**config.mk**
```make
export PLATFORM = sky130hd
export DESIGN_NAME = buf_access_ctrl_flat
export DESIGN_NICKNAME = d
export VERILOG_FILES = /design/src/rtl/buf_access_ctrl_if.sv /design/src/rtl/buf_access_ctrl.sv /design/src/flat_wrapper.sv
export SDC_FILE = /design/constraint.sdc
export NUM_CORES = 1
export LEC_CHECK = 0
export ABC_AREA = 1
export BUFFER_PORTS_ARGS = -buffer_cell sky130_fd_sc_hd__buf_2
export CORE_MARGIN = 2
export CORE_UTILIZATION = 30
export CTS_BUF_LIST = sky130_fd_sc_hd__clkbuf_4
export DETAILED_ROUTE_END_ITERATION = 12
export GPL_TIMING_DRIVEN = 1
export HOLD_SLACK_MARGIN = 0.1
export SLEW_MARGIN = 20
export SYNTH_ARGS = -nofsm -noshare
export SYNTH_HDL_FRONTEND = slang
export SYNTH_SLANG_ARGS = --single-unit
```
**constraint.sdc**
```tcl
create_clock -name clk -period 1.8 [get_ports clk]
set_input_delay 0 -clock clk [delete_from_list [all_inputs] [get_ports clk]]
set_output_delay 0 -clock clk [all_outputs]
set_load 0.05 [all_outputs]
```
**src/rtl/buf_access_ctrl_if.sv**
```systemverilog
// rtl/buf_access_ctrl_if.sv - request, grant and buffer-port bundle between the requesters and buf_access_ctrl
interface buf_access_ctrl_if #(
    parameter int ADDR_W = 9
);
    logic              req0;
    logic [ADDR_W-1:0] req0_addr;
    logic [ADDR_W-1:0] req0_len;
    logic              req0_wr;
    logic              req1;
    logic [ADDR_W-1:0] req1_addr;
    logic [ADDR_W-1:0] req1_len;
    logic              req1_wr;
    logic              hold;

    logic              gnt0;
    logic              gnt1;
    logic              done0;
    logic              done1;
    logic              busy;
    logic              owner;
    logic [ADDR_W-1:0] mem_addr;
    logic              mem_en;
    logic              mem_we;

    // Requester side: issues bursts and stalls, watches grants and the buffer port.
    modport master (
        output req0, req0_addr, req0_len, req0_wr,
        output req1, req1_addr, req1_len, req1_wr,
        output hold,
        input  gnt0, gnt1, done0, done1, busy, owner,
        input  mem_addr, mem_en, mem_we
    );

    // Controller side.
    modport slave (
        input  req0, req0_addr, req0_len, req0_wr,
        input  req1, req1_addr, req1_len, req1_wr,
        input  hold,
        output gnt0, gnt1, done0, done1, busy, owner,
        output mem_addr, mem_en, mem_we
    );
endinterface

```
**src/rtl/buf_access_ctrl.sv**
```systemverilog
// rtl/buf_access_ctrl.sv - two-requester burst arbiter and address sequencer for the shared operand buffer
// Define BUF_CTRL_RR_EN for round-robin arbitration; otherwise requester 0 has fixed priority.
module buf_access_ctrl #(
    parameter int ADDR_W = 9
) (
    input  logic             clk,
    input  logic             rst,
    buf_access_ctrl_if.slave bus
);
    typedef enum logic [1:0] {
        IDLE  = 2'd0,
        BURST = 2'd1,
        DONE  = 2'd2
    } state_t;

    state_t            state;
    logic [ADDR_W-1:0] addr_q;
    logic [ADDR_W-1:0] len_q;
    logic [ADDR_W-1:0] cnt_q;
    logic              wr_q;
    logic              owner_q;
    logic              gnt0_q;
    logic              gnt1_q;
    logic              done0_q;
    logic              done1_q;
    logic              busy_q;

    logic              any_req;
    logic              winner;
    logic              access;

    assign any_req = bus.req0 | bus.req1;

`ifdef BUF_CTRL_RR_EN
    // rr_ptr names the requester that wins a tie; it flips away from each winner.
    logic rr_ptr;

    always_comb begin
        winner = 1'b0;
        if (bus.req0 && bus.req1) begin
            winner = rr_ptr;
        end else begin
            winner = bus.req1;
        end
    end
`else
    always_comb begin
        winner = ~bus.req0;
    end
`endif

    // A hold cycle inside a burst simply suppresses the access; the address waits.
    assign access = (state == BURST) && !bus.hold;

    always_ff @(posedge clk) begin
        if (rst) begin
            state   <= IDLE;
            addr_q  <= '0;
            len_q   <= '0;
            cnt_q   <= '0;
            wr_q    <= 1'b0;
            owner_q <= 1'b0;
            gnt0_q  <= 1'b0;
            gnt1_q  <= 1'b0;
            done0_q <= 1'b0;
            done1_q <= 1'b0;
            busy_q  <= 1'b0;
`ifdef BUF_CTRL_RR_EN
            rr_ptr  <= 1'b0;
`endif
        end else begin
            gnt0_q  <= 1'b0;
            gnt1_q  <= 1'b0;
            done0_q <= 1'b0;
            done1_q <= 1'b0;

            case (state)
                IDLE: begin
                    if (any_req) begin
                        addr_q  <= winner ? bus.req1_addr : bus.req0_addr;
                        len_q   <= winner ? bus.req1_len  : bus.req0_len;
                        wr_q    <= winner ? bus.req1_wr   : bus.req0_wr;
                        cnt_q   <= '0;
                        owner_q <= winner;
                        gnt0_q  <= ~winner;
                        gnt1_q  <= winner;
                        busy_q  <= 1'b1;
                        state   <= BURST;
`ifdef BUF_CTRL_RR_EN
                        rr_ptr  <= ~winner;
`endif
                    end
                end

                BURST: begin
                    if (access) begin
                        addr_q <= addr_q + ADDR_W'(1);
                        if (cnt_q == len_q) begin
                            done0_q <= ~owner_q;
                            done1_q <= owner_q;
                            state   <= DONE;
                        end else begin
                            cnt_q <= cnt_q + ADDR_W'(1);
                        end
                    end
                end

                DONE: begin
                    busy_q <= 1'b0;
                    state  <= IDLE;
                end

                default: begin
                    busy_q <= 1'b0;
                    state  <= IDLE;
                end
            endcase
        end
    end

    assign bus.gnt0     = gnt0_q;
    assign bus.gnt1     = gnt1_q;
    assign bus.done0    = done0_q;
    assign bus.done1    = done1_q;
    assign bus.busy     = busy_q;
    assign bus.owner    = owner_q;
    assign bus.mem_addr = addr_q;
    assign bus.mem_en   = access;
    assign bus.mem_we   = access & wr_q;
endmodule

```
**src/flat_wrapper.sv**
```systemverilog
// flat-port wrapper written by rule: the top's interface ports become plain ports
module buf_access_ctrl_flat 
#(
    parameter int ADDR_W = 9
)
  (clk, rst, bus_req0, bus_req0_addr, bus_req0_len, bus_req0_wr, bus_req1, bus_req1_addr, bus_req1_len, bus_req1_wr, bus_hold, bus_gnt0, bus_gnt1, bus_done0, bus_done1, bus_busy, bus_owner, bus_mem_addr, bus_mem_en, bus_mem_we);
  buf_access_ctrl_if #(.ADDR_W(ADDR_W)) bus_i ();
  input  logic clk;
  input  logic rst;
  input wire logic [$bits(bus_i.req0)-1:0] bus_req0;
  input wire logic [$bits(bus_i.req0_addr)-1:0] bus_req0_addr;
  input wire logic [$bits(bus_i.req0_len)-1:0] bus_req0_len;
  input wire logic [$bits(bus_i.req0_wr)-1:0] bus_req0_wr;
  input wire logic [$bits(bus_i.req1)-1:0] bus_req1;
  input wire logic [$bits(bus_i.req1_addr)-1:0] bus_req1_addr;
  input wire logic [$bits(bus_i.req1_len)-1:0] bus_req1_len;
  input wire logic [$bits(bus_i.req1_wr)-1:0] bus_req1_wr;
  input wire logic [$bits(bus_i.hold)-1:0] bus_hold;
  output wire logic [$bits(bus_i.gnt0)-1:0] bus_gnt0;
  output wire logic [$bits(bus_i.gnt1)-1:0] bus_gnt1;
  output wire logic [$bits(bus_i.done0)-1:0] bus_done0;
  output wire logic [$bits(bus_i.done1)-1:0] bus_done1;
  output wire logic [$bits(bus_i.busy)-1:0] bus_busy;
  output wire logic [$bits(bus_i.owner)-1:0] bus_owner;
  output wire logic [$bits(bus_i.mem_addr)-1:0] bus_mem_addr;
  output wire logic [$bits(bus_i.mem_en)-1:0] bus_mem_en;
  output wire logic [$bits(bus_i.mem_we)-1:0] bus_mem_we;
  assign bus_i.req0 = bus_req0;
  assign bus_i.req0_addr = bus_req0_addr;
  assign bus_i.req0_len = bus_req0_len;
  assign bus_i.req0_wr = bus_req0_wr;
  assign bus_i.req1 = bus_req1;
  assign bus_i.req1_addr = bus_req1_addr;
  assign bus_i.req1_len = bus_req1_len;
  assign bus_i.req1_wr = bus_req1_wr;
  assign bus_i.hold = bus_hold;
  assign bus_gnt0 = bus_i.gnt0;
  assign bus_gnt1 = bus_i.gnt1;
  assign bus_done0 = bus_i.done0;
  assign bus_done1 = bus_i.done1;
  assign bus_busy = bus_i.busy;
  assign bus_owner = bus_i.owner;
  assign bus_mem_addr = bus_i.mem_addr;
  assign bus_mem_en = bus_i.mem_en;
  assign bus_mem_we = bus_i.mem_we;
  buf_access_ctrl #(.ADDR_W(ADDR_W)) u_core (.clk(clk), .rst(rst), .bus(bus_i));
endmodule
```
==> results.toml <==
[yosys]
yosysWarningCount = 0
synthMuxAreaShare_pct = 0
syn_area_um2 = 2020
synth_fa_ha_area_share_pct = 1.24
synth_cell_types = 32
synth.avg_cell_area_um2 = 6.94
ys_seq_elements = 36
seq_area_frac_synth_pct = 35.7
syn_inst = 291
synth_top_family_by_area = "simple AND/OR/NAND/NOR gates"
synthXorXnorAreaFrac_pct = 3.90
synth_nets = 336
synth-simple-area-share_pct = 32.2
synth_compound_area_share_pct = 18.2

[critical_path]
r2r-start = "u_core.state[0]$_SDFFE_PP0P_"
end_kind = "flip-flop"
cp.arrival_ns = 1.94
crit_start = "u_core.state[0]$_SDFFE_PP0P_"
slowest_delay_ns = 0.56
critPathKind = "reg2reg"
path_cells = "inv_2 > nor2_4 > inv_2 > buf_4 > nand3_1 > dlygate4sd3_1 > a21oi_1 > nor2_1"
cp_common_cell = "inv_2"
required_ns = 2.04
crit_slowest_cell = "dlygate4sd3_1"
path_max_fanout = 12
critPathLaunchType = "flip-flop"

[outcome]
status = "finished clean"

[sta]
fin_skew_ns = 0.00763
period_share_pct = 94.1
setup_tns_ns = 0
max_freq_mhz = 590
rsz0062_at_grt = "true"
holdWs_ns = 0.123
slew_headroom_pct = 58.1
min_period_ns = 1.69
maxSlewViolCount = 0
fin_ws_ns = 0.106
setup_viol = 0
final_hold_viol_count = 0
worst_pin_slew_ns = 0.627

[placed_design]
portBuffers = 59
dp.cells = 421
hpwl_mm = 3.76
gp_congestion = 0.855
dp_slack_ns = 0.253

[route]
vias = 2191
wl_per_cell_um = 11.6
firstDrtPassIters = 4
drc_errors = 0
wl_mm = 5.45
vias_per_cell = 4.68
ant_nets = 0
drt_iter0_markers = 125

[final_layout]
nFillCells = 646
drive_gt1_share_pct = 25.1
multi_input_area_um2 = 1120
stdcell_count = 468
area_growth_pct = 41.2
nets = 435
ff_latch_area_um2 = 722
n_antenna_cell = 0

[clock_tree]
cts_root_buffer = "clkbuf_4"
numCtsBuffers = 5
path_clk_slew_ns = 0.11
cts_tree = "yes"
htreeDepth = 2
cts_setup_buffers = 0
clock_latency_ns = 0.34
clock-sinks = 36
cts_buffer_depth = 2

[floorplan]
dieArea_um2 = 7400
coreArea_um2 = 6420
ios = 60
die_y_um = 86.0
start_util_pct = 31.4
row_count = 29
die_width_um = 86.0

[flow_run]
drv_cap = 0

[pwr]
peakVddDrop_mv = 0.483
p_per_area_nw_per_um2 = 770
design_power_total_uw = 2200
p_leak_uw = 0.00129

[worst_hold_path]
min_from = "bus_req0_addr[1]"
hold_class = "in2reg"

[global_route]
grt_pass1_wl_mm = 8.96
grtUsageTotal_pct = 15.2
grt_pass1_vias = 2044
grt_max_degree = 28
grt_overflow = 0
grt_antenna_before_repair = 0
## flip-flops by register name, indices dropped and copies added, names as in the netlist
register / cells
u_core.bus.mem_addr: 9
u_core.cnt_q: 9
u_core.len_q: 9
u_core.state: 2
u_core.bus.busy: 1
u_core.bus.done0: 1
u_core.bus.done1: 1
u_core.bus.gnt0: 1
u_core.bus.gnt1: 1
u_core.bus.owner: 1
u_core.wr_q: 1
## report_power, final
group	switching [uW]	leakage [uW]	internal [uW]
registers	83.4	0.000298	885
logic	480	0.000955	331
clock network	273	0.0000324	143
## what timing repair did
item | in CTS | in global routing
endpoints found under the hold margin | 27 | 0
hold buffers | 39 | 0
resized for setup | 0 | 5
endpoints found under the setup margin | 0 | 12
## per-stage QoR
stage	utilization, %	instance area [um2]
after floorplan	-	2020
after global placement	37.2	2390
after detailed placement	37.2	2390
after CTS	44.1	2830
after global routing	44.4	2850
final	44.4	2850
## critical path, delay by kind of cell, from the launching register on
family	cells	cell delay [ns]
buf+inv	4	0.93
simple gates	3	0.18
flops	1	0.35
compound gates	1	0.13
## layer usage
metal	vias to the layer above	GRT usage (%)	share of wire (%)
met3	6	3.37	3.4
met4	0	5.77	1.3
met2	37	25.9	49
met5	-	0	0
li1	1164	-	-
met1	984	18.5	47
## final timing paths
| path | depth (start not counted) | slack (ns) | to |
|---|---|---|---|
| worst max-delay path | 8 | 0.11 | u_core.bus.mem_addr[0]$_SDFFE_PP0P_ |
| worst min-delay path | 5 | 0.12 | u_core.bus.mem_addr[1]$_SDFFE_PP0P_ |
| worst max register to register | 8 | 0.11 | u_core.bus.mem_addr[0]$_SDFFE_PP0P_ |
| worst min register to register | 2 | 0.47 | u_core.bus.busy$_SDFFE_PP0P_ |
## cells by family (layout without fill, tap and decap cells)
kind of cell | after synthesis | after routing
simple gates | 139 | 139
buf+inv | 39 | 139
xor+xnor | 9 | 9
flops | 36 | 36
compound gates | 66 | 66
fa+ha+maj | 2 | 2
## layout by cell type (no fill, tap or decap), drive strengths merged, types with 2 or more instances in the layout
| cell type | instances |
|---|---|
| xnor2 | 9 |
| or2 | 3 |
| nand2 | 70 |
| o21ai | 32 |
| nand3 | 20 |
| a21oi | 16 |
| clkinv | 3 |
| clkbuf | 5 |
| nor2 | 38 |
| dlygate4sd3 | 39 |
| ha | 2 |
| dfxtp | 36 |
| inv | 25 |
| nand4 | 4 |
| buf | 67 |
| a31oi | 15 |
| nor3 | 2 |
## cell usage after synthesis
master | instances | area share [%]
nand2_1 | 69 | 13
dfxtp_1 | 36 | 36
nor2_1 | 34 | 6.3
o21ai_0 | 25 | 6.2
inv_1 | 18 | 3.3
nand3_1 | 16 | 4.0
a31oi_1 | 15 | 4.6
a21oi_1 | 13 | 3.2
xnor2_1 | 9 | 3.9
o21ai_1 | 7 | 1.7
clkbuf_1 | 6 | 1.1
inv_2 | 6 | 1.1
nand3_2 | 4 | 2.0
nand4_1 | 4 | 1.2
a21oi_2 | 3 | 1.3
buf_2 | 3 | 0.74
buf_6 | 3 | 1.7
buf_1 | 2 | 0.37
ha_1 | 2 | 1.2
nor2_8 | 2 | 2.0
nor3_1 | 2 | 0.50
or2_2 | 2 | 0.62
a211oi_1 | 1 | 0.37
inv_6 | 1 | 0.43
nand2_2 | 1 | 0.31
nor2_2 | 1 | 0.31
nor2_4 | 1 | 0.56
nor3b_2 | 1 | 0.62
nor4_2 | 1 | 0.62
o211ai_1 | 1 | 0.37
o31ai_1 | 1 | 0.37
or2_0 | 1 | 0.31
## area by class of cell
class,count,area share (%)
Clock inverter,3,0.483
Tap cell,77,3.38
Clock buffer,5,1.32
Sequential cell,36,25.3
Multi-Input combinational cell,216,39.3
Inverter,25,3.47
Timing Repair Buffer,106,26.7
Power figures use the tool's default switching activity.
